===== src/rtl/md_pkg.sv =====
// Shared constants for the intra mode-decision buffer: mode code range,
// block-size encodings, per-LCU entry counts and the bank address map.
package md_pkg;

  localparam int MODE_W = 6;
  localparam int N8     = 64;
  localparam int N16    = 16;
  localparam int N32    = 4;
  localparam int DEPTH  = N8 + N16 + N32;

  localparam logic [MODE_W-1:0] PLANAR  = 6'd0;
  localparam logic [MODE_W-1:0] DC      = 6'd1;
  localparam logic [MODE_W-1:0] ANG_MAX = 6'd34;

  localparam logic [6:0] N8_CNT  = 7'(N8);
  localparam logic [4:0] N16_CNT = 5'(N16);
  localparam logic [2:0] N32_CNT = 3'(N32);

  typedef enum logic [1:0] {
    SZ8    = 2'd0,
    SZ16   = 2'd1,
    SZ32   = 2'd2,
    SZ_RSV = 2'd3
  } size_e;

  // One bank holds the 8x8 entries first, then 16x16, then 32x32.
  function automatic logic [6:0] bank_addr(size_e sz, logic [5:0] idx);
    logic [6:0] a;
    a = '0;
    case (sz)
      SZ8:     a = {1'b0, idx};
      SZ16:    a = 7'(N8) + {3'b000, idx[3:0]};
      SZ32:    a = 7'(N8 + N16) + {5'b00000, idx[1:0]};
      default: a = '0;
    endcase
    return a;
  endfunction

endpackage


===== src/rtl/md_mode_buf_if.sv =====
// Producer/consumer bus of the mode buffer: three mode write strobes plus
// commit on the producer side, random-access read plus release on the consumer side.
interface md_mode_buf_if;
  import md_pkg::*;

  logic              wr_vld8;
  logic [MODE_W-1:0] wr_mode8;
  logic              wr_vld16;
  logic [MODE_W-1:0] wr_mode16;
  logic              wr_vld32;
  logic [MODE_W-1:0] wr_mode32;
  logic              md_finish;
  logic              wr_ready;
  logic              rd_bank_vld;
  logic              rd_en;
  logic [1:0]        rd_size;
  logic [5:0]        rd_idx;
  logic [MODE_W-1:0] rd_mode;
  logic              rd_done;
  logic              err_o;

  modport master (
    output wr_vld8, wr_mode8, wr_vld16, wr_mode16, wr_vld32, wr_mode32,
    output md_finish, rd_en, rd_size, rd_idx, rd_done,
    input  wr_ready, rd_bank_vld, rd_mode, err_o
  );

  modport slave (
    input  wr_vld8, wr_mode8, wr_vld16, wr_mode16, wr_vld32, wr_mode32,
    input  md_finish, rd_en, rd_size, rd_idx, rd_done,
    output wr_ready, rd_bank_vld, rd_mode, err_o
  );

endinterface


===== src/rtl/md_mode_bank.sv =====
// One LCU worth of best modes (64 + 16 + 4 entries): three independent write
// ports into disjoint regions and one registered read port.
module md_mode_bank
  import md_pkg::*;
(
  input  logic              clk,
  input  logic              rstn,
  input  logic              we8,
  input  logic [5:0]        wa8,
  input  logic [MODE_W-1:0] wd8,
  input  logic              we16,
  input  logic [3:0]        wa16,
  input  logic [MODE_W-1:0] wd16,
  input  logic              we32,
  input  logic [1:0]        wa32,
  input  logic [MODE_W-1:0] wd32,
  input  logic              re,
  input  size_e             rsize,
  input  logic [5:0]        ridx,
  output logic [MODE_W-1:0] rdata
);

  logic [MODE_W-1:0] mem [DEPTH];

  // NOTE: storage has no reset so it maps onto plain RAM/register-file cells;
  // only the read register and the control state in the top are reset.
  always_ff @(posedge clk) begin
    if (we8)  mem[bank_addr(SZ8,  wa8)]          <= wd8;
    if (we16) mem[bank_addr(SZ16, {2'b00, wa16})] <= wd16;
    if (we32) mem[bank_addr(SZ32, {4'b0000, wa32})] <= wd32;
  end

  always_ff @(posedge clk or negedge rstn) begin
    if (!rstn) begin
      rdata <= '0;
    end else if (re) begin
      rdata <= (rsize == SZ_RSV) ? '0 : mem[bank_addr(rsize, ridx)];
    end
  end

endmodule


===== src/rtl/md_mode_buf.sv =====
// Ping-pong buffer of per-block best intra modes for one 64x64 LCU.
// Optional checker built when MD_MODE_CHK_EN is defined (drives err_o).
module md_mode_buf
  import md_pkg::*;
(
  input logic         clk,
  input logic         rstn,
  md_mode_buf_if.slave bus
);

  logic [1:0]        full;
  logic              wb;
  logic              rb;
  logic              rd_sel;
  logic [6:0]        cnt8;
  logic [4:0]        cnt16;
  logic [2:0]        cnt32;
  logic              acc8, acc16, acc32;
  logic              fin_ok, rel_ok;
  logic [MODE_W-1:0] q [2];

  // NOTE: every always_comb output gets a default first so no path leaves a
  // signal unassigned, which would otherwise infer a latch.
  always_comb begin
    acc8   = 1'b0;
    acc16  = 1'b0;
    acc32  = 1'b0;
    acc8   = bus.wr_vld8  && !full[wb] && (cnt8  != N8_CNT);
    acc16  = bus.wr_vld16 && !full[wb] && (cnt16 != N16_CNT);
    acc32  = bus.wr_vld32 && !full[wb] && (cnt32 != N32_CNT);
    fin_ok = bus.md_finish && !full[wb];
    rel_ok = bus.rd_done && full[rb];
  end

  // NOTE: non-blocking assignments keep every flop sampling pre-edge values,
  // so commit and release in one cycle see the same full/wb/rb snapshot.
  always_ff @(posedge clk or negedge rstn) begin
    if (!rstn) begin
      full   <= 2'b00;
      wb     <= 1'b0;
      rb     <= 1'b0;
      rd_sel <= 1'b0;
      cnt8   <= '0;
      cnt16  <= '0;
      cnt32  <= '0;
    end else begin
      if (fin_ok) begin
        full[wb] <= 1'b1;
        wb       <= ~wb;
        cnt8     <= '0;
        cnt16    <= '0;
        cnt32    <= '0;
      end else begin
        if (acc8)  cnt8  <= cnt8  + 7'd1;
        if (acc16) cnt16 <= cnt16 + 5'd1;
        if (acc32) cnt32 <= cnt32 + 3'd1;
      end
      // A commit and a release in one cycle always target different banks.
      if (rel_ok) begin
        full[rb] <= 1'b0;
        rb       <= ~rb;
      end
      if (bus.rd_en) rd_sel <= rb;
    end
  end

  for (genvar b = 0; b < 2; b++) begin : g_bank
    localparam logic BANK = 1'(b);
    md_mode_bank u_bank (
      .clk   (clk),
      .rstn  (rstn),
      .we8   (acc8  && (wb == BANK)),
      .wa8   (cnt8[5:0]),
      .wd8   (bus.wr_mode8),
      .we16  (acc16 && (wb == BANK)),
      .wa16  (cnt16[3:0]),
      .wd16  (bus.wr_mode16),
      .we32  (acc32 && (wb == BANK)),
      .wa32  (cnt32[1:0]),
      .wd32  (bus.wr_mode32),
      .re    (bus.rd_en && (rb == BANK)),
      .rsize (size_e'(bus.rd_size)),
      .ridx  (bus.rd_idx),
      .rdata (q[b])
    );
  end

  assign bus.wr_ready    = ~full[wb];
  assign bus.rd_bank_vld = full[rb];
  assign bus.rd_mode     = q[rd_sel];

`ifdef MD_MODE_CHK_EN
  logic err_q;
  logic err_set;

  always_comb begin
    err_set = 1'b0;
    err_set = (bus.wr_vld8  && !acc8)
           || (bus.wr_vld16 && !acc16)
           || (bus.wr_vld32 && !acc32)
           || (bus.md_finish && ((cnt8 != N8_CNT) || (cnt16 != N16_CNT) || (cnt32 != N32_CNT)))
           || (bus.md_finish && full[wb])
           || (bus.rd_en && !full[rb])
           || (bus.rd_en && (size_e'(bus.rd_size) == SZ_RSV))
           || (bus.wr_vld8  && (bus.wr_mode8  > ANG_MAX))
           || (bus.wr_vld16 && (bus.wr_mode16 > ANG_MAX))
           || (bus.wr_vld32 && (bus.wr_mode32 > ANG_MAX));
  end

  always_ff @(posedge clk or negedge rstn) begin
    if (!rstn) err_q <= 1'b0;
    else       err_q <= err_q | err_set;
  end

  assign bus.err_o = err_q;
`else
  assign bus.err_o = 1'b0;
`endif

endmodule


===== src/flat_wrapper.sv =====
// flat-port wrapper written by rule: the top's interface ports become plain ports
module md_mode_buf_flat import md_pkg::*;
  (clk, rstn, bus_wr_vld8, bus_wr_mode8, bus_wr_vld16, bus_wr_mode16, bus_wr_vld32, bus_wr_mode32, bus_md_finish, bus_rd_en, bus_rd_size, bus_rd_idx, bus_rd_done, bus_wr_ready, bus_rd_bank_vld, bus_rd_mode, bus_err_o);
  md_mode_buf_if bus_i ();
  input logic clk;
  input logic rstn;
  input wire logic [$bits(bus_i.wr_vld8)-1:0] bus_wr_vld8;
  input wire logic [$bits(bus_i.wr_mode8)-1:0] bus_wr_mode8;
  input wire logic [$bits(bus_i.wr_vld16)-1:0] bus_wr_vld16;
  input wire logic [$bits(bus_i.wr_mode16)-1:0] bus_wr_mode16;
  input wire logic [$bits(bus_i.wr_vld32)-1:0] bus_wr_vld32;
  input wire logic [$bits(bus_i.wr_mode32)-1:0] bus_wr_mode32;
  input wire logic [$bits(bus_i.md_finish)-1:0] bus_md_finish;
  input wire logic [$bits(bus_i.rd_en)-1:0] bus_rd_en;
  input wire logic [$bits(bus_i.rd_size)-1:0] bus_rd_size;
  input wire logic [$bits(bus_i.rd_idx)-1:0] bus_rd_idx;
  input wire logic [$bits(bus_i.rd_done)-1:0] bus_rd_done;
  output wire logic [$bits(bus_i.wr_ready)-1:0] bus_wr_ready;
  output wire logic [$bits(bus_i.rd_bank_vld)-1:0] bus_rd_bank_vld;
  output wire logic [$bits(bus_i.rd_mode)-1:0] bus_rd_mode;
  output wire logic [$bits(bus_i.err_o)-1:0] bus_err_o;
  assign bus_i.wr_vld8 = bus_wr_vld8;
  assign bus_i.wr_mode8 = bus_wr_mode8;
  assign bus_i.wr_vld16 = bus_wr_vld16;
  assign bus_i.wr_mode16 = bus_wr_mode16;
  assign bus_i.wr_vld32 = bus_wr_vld32;
  assign bus_i.wr_mode32 = bus_wr_mode32;
  assign bus_i.md_finish = bus_md_finish;
  assign bus_i.rd_en = bus_rd_en;
  assign bus_i.rd_size = bus_rd_size;
  assign bus_i.rd_idx = bus_rd_idx;
  assign bus_i.rd_done = bus_rd_done;
  assign bus_wr_ready = bus_i.wr_ready;
  assign bus_rd_bank_vld = bus_i.rd_bank_vld;
  assign bus_rd_mode = bus_i.rd_mode;
  assign bus_err_o = bus_i.err_o;
  md_mode_buf u_core (.clk(clk), .rstn(rstn), .bus(bus_i));
endmodule

===== config.mk =====
export PLATFORM = sky130hd
export DESIGN_NAME = md_mode_buf_flat
export DESIGN_NICKNAME = d
export VERILOG_FILES = /design/src/rtl/md_pkg.sv /design/src/rtl/md_mode_buf_if.sv /design/src/rtl/md_mode_bank.sv /design/src/rtl/md_mode_buf.sv /design/src/flat_wrapper.sv
export SDC_FILE = /design/constraint.sdc
export NUM_CORES = 1
export LEC_CHECK = 0
export ABC_AREA = 1
export ABC_CLOCK_PERIOD_IN_PS = 4550
export CAP_MARGIN = 30
export CORE_ASPECT_RATIO = 1.1
export CORE_MARGIN = 2
export CORE_UTILIZATION = 50
export DETAILED_ROUTE_END_ITERATION = 8
export PLACE_DENSITY_LB_ADDON = 0.08
export SYNTH_ARGS = -nofsm -noshare
export SYNTH_HDL_FRONTEND = slang
export SYNTH_SLANG_ARGS = --single-unit

===== constraint.sdc =====
create_clock -name clk -period 4.55 [get_ports clk]
set_clock_uncertainty 0.1 [all_clocks]
set_input_delay 0.455 -clock clk [delete_from_list [all_inputs] [get_ports clk]]
set_output_delay 0.455 -clock clk [all_outputs]
set_load 0.01 [all_outputs]

# == Word-level counts from Yosys, hierarchy flattened ==
# Memories as Yosys holds them, arrays and structs flattened.
# Index checks and enable logic that the tools add are counted.
# Widths: inputs -> output; s select.
# word_totals
inputBits,34
word_cells,101
register_bits,32
mem_count,2
rom_bits,0
latch_bits,0
ram_bits,1008
output_inout_bits,9
# op_classes
n_mul,0
n_addsub,7
n_div,0
n_reduce_logical,23
bitwise_logic,7
n_eq_ne,6
n_lt_le_gt_ge,5
shifts,0
n_mux,42
# memory_table
name,depth,width,rd,rd_ports_with_merged_regs,wr,line_no,text
u_core.g_bank[0].u_bank.mem,84,6,1,0,3,md_mode_bank.sv:23,logic [MODE_W-1:0] mem [DEPTH];
u_core.g_bank[1].u_bank.mem,84,6,1,0,3,md_mode_bank.sv:23,
# ops
op,count
$mux 7,10
$mux 6,5
$pmux 7 s3,1
$logic_and 1x1->1,18
$mux 1,18
$add 7x2->7 const A,2
$add 7x4->7 const A,2
$mux 5,2
$add 7x1->7 const B,1
$ne 7x7->1 const B,1
$mux 3,2
$reduce_bool 2->1,3
$add 5x1->5 const B,1
$ne 5x5->1 const B,1
$eq 2x2->1 const B,2
$lt 1x2->1 const B,2
$mux 2,2
$add 3x1->3 const B,1
$ne 3x3->1 const B,1
$not 1->1,3
$and 2x2->2,1
$demux 1 s1,2
$eq 2x1->1 const B,1
$ge 1x1->1 const B,2
6 further kinds,6

# == Logic depth before layout (Yosys ltp) ==
# depth
word_depth,8
mapped_depth,19
depth_no_buf,18

# == Modules after synthesis ==
# Synthesis repeated with hierarchy kept, for this count alone.
# hier_totals
cells_unflattened,3859
hier_area_um2,43972.2
# by_module_without_submodules
mod,cells_per_inst,instances,seq_area_each_um2,area_each_um2
md_mode_bank,1839,2,15284.7,21305.4
md_mode_buf,181,1,500.5,1361.3

# == Worst setup path before layout ==
# No wires, ideal clock.
# synth_path
path_type,reg-to-reg
from,reg u_core.cnt16[0]
to,"mem u_core.g_bank[0].u_bank.mem[79][0], enable pin"
path_slack_ns,2.223
required_ns,4.100
stages_incl_launch_ff,10
t_arrival_ns,1.877
path_buffers,2
period_less_slack_ns,2.327
cell_sequence,dfrtp_1 -> clkbuf_1 -> inv_2 -> ha_1 -> nand4_1 -> nand3_1 -> inv_1 -> nand2_1 -> buf_2 -> nor2_1
# synth_lines
item,line_no,text
"start, declared",md_mode_buf.sv:16,logic [4:0] cnt16;
"start signal, assigned",md_mode_buf.sv:55,if (acc16) cnt16 <= cnt16 + 5'd1;
"end, declared",md_mode_bank.sv:23,

==> summary.md <==
| Metric | Value |
|---|---|
| Wire length per cell | `23.47 um` |
| Cells after Synth | `roughly 3800` |
| Mapped Avg Cell Area | `11.43 um^2` |
| Startpoint types | `flop` |
| Post-CTS Resized | `0` |
| Pin count of the biggest net entering global routing | `roughly 140` |
| Ys flop type | `edfxtp_1` |
| Number of antenna diodes | `0` |
| Clock Latency Late Sink | `between 0.6 and 0.7 ns` |
| Hold-fix buffers, CTS | `0` |
| Drt initial violations | `roughly 2900` |
| Dominant cell type by area after synthesis | `edfxtp_1` |
| Setup WS pre-CTS | `around 0.66 ns` |
| CP Class | `flop to flop` |
| Number of global-route vias before repair | `28360` |
| Max-slew violation count | `0` |
| Net Sw Frac | `a little over a quarter` |
| Core region area | `0.08610 mm^2` |
| Sink Count | `1040` |
| Top cells by area, synth | `edfxtp_1, nand3_1, nand2_1, buf_2, dfrtp_1` |
| I/O pins | `43` |
| Relative slew slack | `35.82%` |
| Tmin final | `3.325 ns` |
| Max VDD drop | `0.3698 mV` |
| Top-area cell type share of the netlist area | `69.94%` |
| Htree depth | `3` |
| Setup_tns | `0 ns` |
| Most instantiated library cell after synthesis | `nand2_1` |
| R2R depth | `8` |
| CTS tree | `yes` |
| Maxcap violations | `0` |
| Initial Util | `50.26%` |
| Clock buffer depth | `3` |
| Int Pwr | `15.98 mW` |
| Period utilization | `73.07%` |
| Worst-margin pin slew | `0.9627 ns` |
| Sequential fraction of the synthesis area | `71.79%` |
| Vias per inst | `5.772` |
| Critical-path maximum fanout | `64` |
| Gr ovfl total | `0` |
| Clock Root Buffer | `clkbuf_16` |
| Postcts setup bufs | `0` |
| Final WL | `117900 um` |
| Die width | `284.5 um` |
| Final setup fails | `0` |
| Port buffer count | `41` |
| Req. time, crit path | `4.75 ns` |
| Post-synth ARST share | `3.077%` |
| Final design utilization | `56.01%` |
| CTS Buf Count | `106` |
| Pwr Density | `449.4 mW/mm^2` |
| Final HPWL from detailed placement | `73660 um` |
| NetSw | `5.694 mW` |
| Initial antenna violation count | `0` |
| Final Hold Violating Endpoints | `0` |
| Worst reg2reg path startpoint | `u_core.cnt8[0]$_DFFE_PN0P_` |
| Post-synth EDFFs | `roughly 1000` |
| Seq cells post-synth | `roughly 1000` |
| FF-to-FF setup slack | `~1.2 ns` |
| Logic pwr share | `about an eighth` |
| Leakage power | `between 15 and 20 nW` |
| Yosys warnings | `0` |
| Gr usage total | `26.54%` |
| # DRC | `0` |
| RSZ-0062 raised after global routing | `no` |
| Power share of the sequential group | `between 50% and 60%` |
| Final Net Count | `3838` |
| Mapped cell area | `0.04328 mm^2` |
| Vias | `29010` |
| Layout cell share with drive strength beyond 1 | `6.581%` |
| Synth cell count leaders | `nand2_1, edfxtp_1, nand3_1, nor2_1, buf_2` |
| Worst setup margin | `1.225 ns` |
| Worst setup EP type | `flop` |
| Die Height | `312.6 um` |
| Max Clk Rate | `300.8 MHz` |
| Critical path arrival | `3.52 ns` |
| Syn nets | `3834` |
| Clock share of power | `37.6%` |
| Pre-antenna DRT Iters | `6` |
| Die area | `slightly below 0.09 mm^2` |
| Site Rows | `113` |
| Clk pin slew, worst setup/hold paths | `~0.07 ns` |
| Run status | `finished clean` |
| Post-route ant nets | `0` |
| Min-delay worst type | `primary input to asynchronous set/reset pin` |
| Post-synth cell types | `36` |
| Synthesis-to-layout area growth | `11.44%` |
| Gpl congestion | `0.9093` |
| First-pass GRT wire length | `between 150000 and 200000 um` |
| Reg-to-Reg End | `u_core.g_bank[0].u_bank.mem[48][1]$_DFFE_PP_` |
==> worst max-delay path, stage by stage, from the launching register on <==
cell	delay (ns)
dfrtp_1	0.44
inv_1	0.15
ha_1	0.23
nand4_1	0.20
nand3_1	0.32
inv_1	0.31
nand2_2	0.06
buf_4	0.35
nor2_1	0.71
==> area by class of cell <==
class                           instances  area, um^2
Fill cell                            7093       37870
Sequential cell                      1040       31070
Multi-Input combinational cell       2418       10780
Clock buffer                          135        2783
Tap cell                             1150        1439
Timing Repair Buffer                  133        1386
Clock inverter                         58       419.2
Inverter                               91       356.6
==> how the worst max path moves through the flow <==
stage	from	end	slack (ns)	cells after the start
global route	bus_rd_size[1]	u_core.g_bank[0].u_bank.rdata[0]$_DFFE_PN0P_	1.06	15
detailed placement	bus_rd_size[1]	u_core.g_bank[0].u_bank.rdata[5]$_DFFE_PN0P_	0.66	15
CTS	u_core.cnt8[0]$_DFFE_PN0P_	u_core.g_bank[1].u_bank.mem[43][1]$_DFFE_PP_	1.33	8
global placement	bus_rd_size[1]	u_core.g_bank[0].u_bank.rdata[5]$_DFFE_PN0P_	0.67	15
floorplan	u_core.cnt16[0]$_DFFE_PN0P_	u_core.g_bank[0].u_bank.mem[79][0]$_DFFE_PP_	2.22	9
finish	u_core.cnt8[0]$_DFFE_PN0P_	u_core.g_bank[0].u_bank.mem[48][1]$_DFFE_PP_	1.23	8
==> state kept, by name (all words and copies together) (netlist names) <==
| signal | cells |
|---|---|
| u_core.rd_sel | 1 |
| u_core.wb | 1 |
| u_core.g_bank.u_bank.rdata | 12 |
| u_core.g_bank.u_bank.mem | 1008 |
| u_core.cnt16 | 5 |
| u_core.full | 2 |
| u_core.cnt8 | 7 |
| u_core.cnt32 | 3 |
| u_core.rb | 1 |
==> per-stage QoR <==
step           hold slack, ns  area [um^2]  power [mW]  std cells
2_1_floorplan         0.05941        43280       12.51       3786
3_3_place_gp           0.3775        44970       13.63       4827
3_5_place_dp           0.3732        44990       13.68       4829
4_1_cts                0.1057        48190       21.74       5022
5_1_grt                0.1441        48230       22.37       5025
6_report               0.1184        48230       21.67       5025
==> cell usage in the layout (no fill, tap or decap), types with 2 or more instances in the layout <==
| cell | count |
|---|---|
| clkbuf_4 | 2 |
| nand3_4 | 2 |
| nand2_1 | 1130 |
| a211oi_1 | 2 |
| dfrtp_1 | 32 |
| nor2_4 | 2 |
| nand4_1 | 16 |
| buf_12 | 22 |
| clkinvlp_4 | 6 |
| clkinv_8 | 2 |
| a31oi_1 | 11 |
| nor3_1 | 15 |
| edfxtp_1 | 1008 |
| bufinv_16 | 4 |
| clkbuf_1 | 28 |
| xor2_1 | 2 |
| o21bai_1 | 3 |
| nor2_1 | 188 |
| nand3_1 | 961 |
| o21ai_0 | 21 |
| clkdlybuf4s50_1 | 35 |
| buf_4 | 71 |
| clkinv_1 | 32 |
| inv_2 | 5 |
| clkbuf_16 | 107 |
| o211ai_1 | 4 |
| or2_2 | 4 |
| ha_1 | 14 |
| nand2_2 | 2 |
| inv_6 | 4 |
| inv_1 | 82 |
| a21oi_1 | 10 |
| clkinv_2 | 12 |
| nand3b_1 | 22 |
==> power by group through the flow <==
| stage | clock (mW) | combinational [mW] | sequential [mW] |
|---|---|---|---|
| global placement | 0 | 2.52 | 11.1 |
| global route | 8.61 | 2.82 | 10.9 |
| floorplan | 0 | 1.49 | 11.0 |
| CTS | 8.25 | 2.57 | 10.9 |
| detailed placement | 0 | 2.56 | 11.1 |
| finish | 8.15 | 2.60 | 10.9 |
==> cell families after synthesis <==
| kind of cell | count (synthesis) | share of synthesized area (%) |
|---|---|---|
| other | 1 | 0.008665 |
| AO/OA/AOI/OAI | 56 | 0.7835 |
| buffers and inverters | 328 | 3.435 |
| flip-flops | 1040 | 71.79 |
| XOR/XNOR | 2 | 0.04048 |
| AND/OR/NAND/NOR | 2345 | 23.54 |
| adder cells (fa/ha/maj) | 14 | 0.4047 |
==> routing by layer <==
metal	part of all wire (%)	vias up	GRT usage [%]
li1	-	13320	-
met1	40	14290	35.07
met2	50	1179	44.73
met3	6.4	213	3.285
met4	4.1	0	11.02
met5	0	-	0
Power figures use the tool's default switching activity.
